<file path="src/rtl/sevenseg_pkg.sv">
// Shared types and constants for the time-multiplexed seven-segment scan controller.
package sevenseg_pkg;

    typedef enum logic [1:0] {
        SEL_VALUE  = 2'd0,
        SEL_ENABLE = 2'd1,
        SEL_DP     = 2'd2,
        SEL_RSVD   = 2'd3
    } wr_sel_e;

    localparam logic [7:0] AN_OFF  = 8'hFF;
    localparam logic [6:0] SEG_OFF = 7'h7F;

    // Active-low {a,b,c,d,e,f,g}, indexed by hex nibble 0..F
    localparam logic [6:0] HEX_SEG [16] = '{
        7'b0000001, 7'b1001111, 7'b0010010, 7'b0000110,
        7'b1001100, 7'b0100100, 7'b0100000, 7'b0001111,
        7'b0000000, 7'b0000100, 7'b0001000, 7'b1100000,
        7'b0110001, 7'b1000010, 7'b0110000, 7'b0111000
    };

endpackage

</file>
<file path="src/rtl/sevenseg_hex_dec.sv">
// Combinational hex nibble to active-low seven-segment pattern.
module sevenseg_hex_dec
    import sevenseg_pkg::*;
(
    input  logic [3:0] nibble,
    output logic [6:0] seg
);

    assign seg = HEX_SEG[nibble];

endmodule

</file>
<file path="src/rtl/sevenseg_scan_ctrl.sv">
// 8-digit seven-segment scanner with a pending register bank that is copied
// into the display shadow only at frame boundaries, plus a per-slot blanking gap.
module sevenseg_scan_ctrl
    import sevenseg_pkg::*;
#(
    parameter int SCAN_DIV  = 12500,
    parameter int BLANK_CYC = 250
) (
    input  logic        clk,
    input  logic        rst,
    input  logic        i_wr_en,
    input  logic [1:0]  i_wr_sel,
    input  logic [31:0] i_wr_data,
    output logic [7:0]  o_an,
    output logic [6:0]  o_seg,
    output logic        o_dp,
    output logic        o_frame_done
);

    localparam int CNT_W = $clog2(SCAN_DIV);
    localparam logic [CNT_W-1:0] CNT_MAX = CNT_W'(SCAN_DIV - 1);

    logic [CNT_W-1:0] cnt;
    logic [2:0]       idx;

    logic [31:0] pend_value, pend_value_nxt, sh_value;
    logic [7:0]  pend_en,    pend_en_nxt,    sh_en;
    logic [7:0]  pend_dp,    pend_dp_nxt,    sh_dp;

    logic       slot_end;
    logic       frame_end;
    logic       in_blank;
    logic       digit_on;
    logic [3:0] nibble;
    logic [6:0] seg_dec;

    assign slot_end  = (cnt == CNT_MAX);
    assign frame_end = slot_end && (idx == 3'd7);
    assign in_blank  = (int'(cnt) < BLANK_CYC);
    assign digit_on  = !in_blank && sh_en[idx];
    assign nibble    = sh_value[{idx, 2'b00} +: 4];

    always_ff @(posedge clk or posedge rst) begin
        if (rst) begin
            cnt <= '0;
            idx <= 3'd0;
        end else begin
            cnt <= slot_end ? '0 : cnt + 1'b1;
            if (slot_end)
                idx <= idx + 3'd1;
        end
    end

    // The next-value of the pending bank feeds the shadow so a boundary-cycle write lands this frame
    always_comb begin
        pend_value_nxt = pend_value;
        pend_en_nxt    = pend_en;
        pend_dp_nxt    = pend_dp;
        if (i_wr_en) begin
            case (wr_sel_e'(i_wr_sel))
                SEL_VALUE:  pend_value_nxt = i_wr_data;
                SEL_ENABLE: pend_en_nxt    = i_wr_data[7:0];
                SEL_DP:     pend_dp_nxt    = i_wr_data[7:0];
                default:    ;
            endcase
        end
    end

    always_ff @(posedge clk or posedge rst) begin
        if (rst) begin
            pend_value <= '0;
            pend_en    <= '0;
            pend_dp    <= '0;
            sh_value   <= '0;
            sh_en      <= '0;
            sh_dp      <= '0;
        end else begin
            pend_value <= pend_value_nxt;
            pend_en    <= pend_en_nxt;
            pend_dp    <= pend_dp_nxt;
            if (frame_end) begin
                sh_value <= pend_value_nxt;
                sh_en    <= pend_en_nxt;
                sh_dp    <= pend_dp_nxt;
            end
        end
    end

    sevenseg_hex_dec u_hex_dec (
        .nibble (nibble),
        .seg    (seg_dec)
    );

    always_ff @(posedge clk or posedge rst) begin
        if (rst) begin
            o_an         <= AN_OFF;
            o_seg        <= SEG_OFF;
            o_dp         <= 1'b1;
            o_frame_done <= 1'b0;
        end else begin
            o_an         <= digit_on ? ~(8'b1 << idx) : AN_OFF;
            o_seg        <= digit_on ? seg_dec : SEG_OFF;
            o_dp         <= digit_on ? ~sh_dp[idx] : 1'b1;
            o_frame_done <= frame_end;
        end
    end

endmodule
</file>
<file path="config.mk">
export PLATFORM = sky130hd
export DESIGN_NAME = sevenseg_scan_ctrl
export DESIGN_NICKNAME = d
export VERILOG_FILES = /design/src/rtl/sevenseg_pkg.sv /design/src/rtl/sevenseg_hex_dec.sv /design/src/rtl/sevenseg_scan_ctrl.sv
export SDC_FILE = /design/constraint.sdc
export NUM_CORES = 1
export LEC_CHECK = 0
export ABC_AREA = 1
export CORE_ASPECT_RATIO = 2
export CORE_UTILIZATION = 52
export DETAILED_ROUTE_END_ITERATION = 16
export HOLD_SLACK_MARGIN = 0.12
export PLACE_DENSITY = 0.79
export REMOVE_ABC_BUFFERS = 1
export SYNTH_ARGS = -nofsm -noshare
export SYNTH_HDL_FRONTEND = slang
export SYNTH_SLANG_ARGS = --single-unit
export TNS_END_PERCENT = 50
</file>
<file path="constraint.sdc">
create_clock -name clk -period 4.3 [get_ports clk]
set_clock_uncertainty 0.05 [all_clocks]
set_input_delay 0.86 -clock clk [delete_from_list [all_inputs] [get_ports clk]]
set_output_delay 0.86 -clock clk [all_outputs]
set_load 0.005 [all_outputs]
</file>
==> reports/results.ini, run 1 <==
[sta]
period_share = 0.640
hold_viol_final = 0
min_period_ns = 2.75
maxSlewHeadroom = 0.397
worstMarginPinSlew_ns = 0.904
rsz0062_at_grt = false
finalSetupViolations = 0
fmax_mhz = 363
worst_slack_ns = 1.55
slew_violations = 0

[routing]
firstDrtPassIters = 8
vias = 4573
ant_nets = 0
drt_iter0_drc = 355
drt_wl_total_um = 13100
vias_per_cell = 5.44
post_drt_wl_per_cell_um = 15.6
drc_errors = 0

[yosys]
synth_area_leader_cell = dfrtp_1
synth_area_leaders = dfrtp_1 49%, nand2_1 11%, dfstp_2 7.2%
syn_area_per_cell_sq_um = 9.18
syn-cell-area_sq_mm = 0.00584
synth_edf_count = 0
synthCells = 636
yosysSeqAreaShare = 0.561
ys.flop_type = dfrtp_1
yosysMostFrequentCell = nand2_1
synth_cell_types = 29
yosysWarnings = 0
ys_async_sr_fraction = 1.00
ys_ff_latch = 130
netlist_top_cells_count = 169 x nand2_1, 114 x dfrtp_1, 80 x inv_1
yosysTopAreaCellShare = 0.489

[critical_path]
critical_path_class = reg -> reg
crit_required_ns = 4.58
cp_data_arrival_time_ns = 3.03
critPathMaxFanout = 16
critPathLaunchType = flip-flop
cp-end-kind = flip-flop

[finish]
antenna_cells = 0
area_growth_pct = 20.7
fin_nets = 738
final_util = 0.644
drive_gt1_frac = 0.134

[pwr]
power.density_mw_per_mm2 = 411
swShare = 0.215
power_frac_seq = 0.457
power.switching_mw = 0.624
leakagePower_nw = 3.25
pwr-share-clk = 0.484
p_int_mw = 2.27
p_comb_frac = 0.059
peakVddDrop_mv = 0.335

[die]
start_util = 0.533
die_height_um = 152
die_w_um = 76.9
ioPinCount = 54
core-area_sq_mm = 0.0109
dieArea_sq_mm = 0.0117
fp-row-count = 54

[run]
drv_cap = 0

[place]
io_buffers = 53
gp_congestion = 0.887
place_ws_ns = 1.25
hpwl_um = 8560

[cts]
cts_setup_buffers = 0
root_buffer = clkbuf_16
cts_tree = done
cts_buffers = 17
clkSlewWorstSetupHoldPaths_ns = 0.06
cts_hold_buf = 0
clk_latency_ns = 0.42
cts_resized = 0
cts_max_level = 4
clk_path_buf_depth = 2
clkSinkCount = 130

[run_status]
status = complete, no violations

[global_route]
grt_usage = 0.244
grt_max_degree = 56
antenna_found_initial = 0
grt_first_pass_wirelength_um = 22000
grt_pass1_vias = 4817
grt_overflow = 0

[hold_path]
hold_path.class = reg -> reg

-- through the flow --
| stage | hold WS, ns | TNS [ns] | power [mW] | area (sq um) | cells |
|---|---|---|---|---|---|
| global placement | 0.397 | 0 | 1.50 | 6470 | 809 |
| detailed placement | 0.408 | 0 | 1.51 | 6470 | 809 |
| global route | 0.441 | 0 | 2.99 | 7050 | 841 |
| CTS | 0.416 | 0 | 2.91 | 7050 | 841 |
| floorplan | 0.383 | -6.03 | 1.44 | 5700 | 610 |
| finish | 0.416 | 0 | 2.90 | 7050 | 841 |
-- power groups by stage --
stage	sequential, mW	clock, mW	combinational, mW
CTS	1.33	1.41	0.173
finish	1.32	1.40	0.171
floorplan	1.34	0	0.107
global route	1.33	1.46	0.192
detailed placement	1.34	0	0.170
global placement	1.34	0	0.162
-- final cells by class --
cell class	count	area, sq um
Clock inverter	11	110
Clock buffer	21	470
Multi-Input combinational cell	399	2120
Sequential cell	130	3270
Tap cell	140	175
Fill cell	893	3900
Inverter	81	307
Timing Repair Buffer	59	588
-- state kept, by name (all words and copies together), names as in the netlist --
signal	cells
pend_en	8
idx	3
sh_value	32
o_seg	7
o_frame_done	1
o_an	8
cnt	14
o_dp	1
sh_dp	8
pend_dp	8
sh_en	8
pend_value	32
-- cells in the final DEF (no fill, tap or decap) --
cell type,synthesis,layout
o21ai_0,74,74
o211ai_1,2,2
clkinv_2,0,7
nand2_1,169,169
nor2_4,1,1
mux2_2,24,24
nor3_1,4,4
clkbuf_8,0,3
clkbuf_1,5,1
o21ai_2,10,10
clkdlybuf4s50_1,0,53
nor2_1,21,21
nand4_4,1,1
nor3_2,1,1
clkinvlp_4,0,2
a21oi_1,10,10
o21ai_1,1,1
inv_4,0,1
inv_1,80,79
dfrtp_1,114,114
bufinv_16,0,2
clkbuf_16,0,17
nand3_2,0,1
buf_4,1,5
clkinv_1,1,1
xor2_1,5,5
nor2_2,1,1
nand3_1,56,55
dfstp_2,16,16
ha_1,13,13
nor3_4,1,1
buf_12,0,1
nand4_1,3,3
xnor2_1,2,2
-- logic make-up after synthesis --
logic type / count (synthesis) / share of synthesized area
flops: 130 / 0.561
mux: 24 / 0.0463
compound gates: 97 / 0.0904
fa+ha+maj: 13 / 0.0279
xor+xnor: 7 / 0.0105
simple gates: 258 / 0.188
buf+inv: 107 / 0.0763
-- worst max-delay path: stages, from the launching register on --
cell and delay, ns:
dfrtp_1 0.81, inv_1 0.52, nand3_1 0.21, nand2_1 0.08, o21ai_0 0.16, buf_4 0.18, inv_1 0.08, ha_1 0.21
nand3_1 0.13, nand2_1 0.09, nand2_1 0.06, nand3_1 0.07
-- metal layers --
| metal | global-route usage | up-vias | part of all wire | wire length (um) |
|---|---|---|---|---|
| met5 | 0 | - | 0 | 0 |
| met4 | 0.140 | 0 | 0.037 | 488 |
| met3 | 0.0486 | 45 | 0.042 | 552 |
| met2 | 0.445 | 152 | 0.54 | 7130 |
| met1 | 0.253 | 2249 | 0.38 | 4920 |
| li1 | - | 2127 | - | - |
-- final timing paths --
kind	slack [ns]	endpoint	from	depth (start not counted)
worst min register to register	0.42	cnt[0]	cnt[0]	1
min in group asynchronous	0.85	pend_value[28]	rst	2
worst min-delay path	0.42	cnt[0]	cnt[0]	1
worst max-delay path	1.55	o_seg[1]	idx[1]	11
max in group asynchronous	2.47	o_seg[5]	rst	3
worst max register to register	1.55	o_seg[1]	idx[1]	11
No activity file was read; power rests on OpenSTA's default activity.
==> inputs of run 2 (changes only) <==
clock period = 2.4 ns   (was 4.3 ns; I/O delays follow)
==> reports/results.ini, run 2 (same netlist as run 1, synthesis figures left out) <==
[run_status]
status = complete, no violations

[routing]
met2WireLength_um = 7230
drc_errors = 0
drt-met1-wl_um = 4670
vias = 4571
vias_per_cell = 5.37
ant_nets = 0
post_drt_wl_per_cell_um = 15.2
drt_iter0_drc = 337
firstDrtPassIters = 5
drt_wl_total_um = 12900
met3_length_um = 506
top_layer = met4

[sta]
finalSetupViolations = 0
setup_tns_ns = 0
rsz0062_at_grt = false
period_share = 0.907
slew_violations = 0
worst_slack_ns = 0.223
fmax_mhz = 459
timing.hold.ws_ns = 0.393
maxSlewHeadroom = 0.600
worstMarginPinSlew_ns = 0.600
hold_viol_final = 0
min_period_ns = 2.18

[critical_path]
critPathMaxFanout = 8
cp.buffers_inverters = 3
r2r_cells = 11
slowest_stage = dfrtp_1
cp_data_arrival_time_ns = 2.44
reg2reg_from = idx[1]
slowest_delay_ns = 0.48
crit_required_ns = 2.66
rr_endpoint = o_seg[1]
critPathTopFamily = simple AND/OR/NAND/NOR gates
cp-end-kind = flip-flop
worst-path-stages = 11
critical_path_class = reg -> reg
critPathLaunchType = flip-flop
path_cells = inv_1 -> nand3_1 -> nand2_1 -> o21ai_0 -> buf_4 -> inv_1 -> ha_1 -> nand3_1 -> nand2_1 -> nand2_1 -> nand3_1
r2r_slack_ns = 0.22

[place]
io_buffers = 53
place_ws_ns = 0.256
dp_cells = 820
hpwl_um = 8720
gp_congestion = 0.889
place_area_sq_mm = 0.00659

[die]
start_util = 0.533
die_w_um = 76.9
ioPinCount = 54
die_height_um = 152
fp-row-count = 54
dieArea_sq_mm = 0.0117
core-area_sq_mm = 0.0109

[finish]
multi_input_area_sq_mm = 0.00212
final_area_sq_mm = 0.00720
final_cells = 852
drive_gt1_frac = 0.146
seq_area_sq_mm = 0.00327
area_growth_pct = 23.4
final_common_cell = nand2_1
final_cell_mix = 169 x nand2_1, 114 x dfrtp_1, 79 x inv_1
final_util = 0.658
final.fill_count = 844
fin_nets = 749
reg.largest.list = pend_value x32, sh_value x32, cnt x14
antenna_cells = 0

[cts]
clk_latency_ns = 0.41
cts_tree = done
cts_buffers = 17
clkSlewWorstSetupHoldPaths_ns = 0.06
root_buffer = clkbuf_16
clk_path_buf_depth = 2
clkSinkCount = 130
cts_resized = 0
cts_setup_buffers = 0
cts_hold_buf = 0
cts_max_level = 4

[pwr]
peakVddDrop_mv = 0.526
power.density_mw_per_mm2 = 742
leakagePower_nw = 3.32
power_mw = 5.35

[global_route]
grt_max_degree = 52
antenna_found_initial = 0
grt_overflow = 0
grt_first_pass_wirelength_um = 22100
grt_pass1_vias = 4816
grt_usage = 0.245

[hold_path]
hold_path.class = in -> async

[run]
drv_cap = 0

run 2: cell count changes in the layout (fill, tap and decap cells not counted):
cell / delta
bufinv_16: +1
clkbuf_1: +1
buf_4: +8
clkbuf_8: +1
clkinv_2: -4
buf_12: +3
clkinvlp_4: +1
run 2: cell type report:
| type | count | area share |
|---|---|---|
| Sequential cell | 130 | 0.454 |
| Timing Repair Buffer | 70 | 0.0983 |
| Multi-Input combinational cell | 399 | 0.295 |
| Clock inverter | 9 | 0.0177 |
| Inverter | 81 | 0.0426 |
| Tap cell | 140 | 0.0243 |
| Clock buffer | 23 | 0.0677 |
run 2: metal layers:
metal / vias to the layer above / global-route usage
met5: - / 0
met4: 0 / 0.147
met3: 49 / 0.0511
met2: 139 / 0.442
met1: 2233 / 0.253
li1: 2150 / -
run 2: worst max-delay path by stage:
stage,from,to,slack [ns]
2_1_floorplan,rst,cnt[0],-1.57
3_3_place_gp,idx[1],o_seg[1],0.34
3_5_place_dp,i_wr_en,sh_en[5],0.26
4_1_cts,idx[1],o_seg[1],0.24
5_1_grt,idx[1],o_seg[1],0.04
6_report,idx[1],o_seg[1],0.22
run 2: report_power, final:
group	internal, mW	total [mW]	switching (mW)
sequential	2.33	2.37	0.0382
clock	1.74	2.66	0.923
combinational	0.152	0.315	0.163
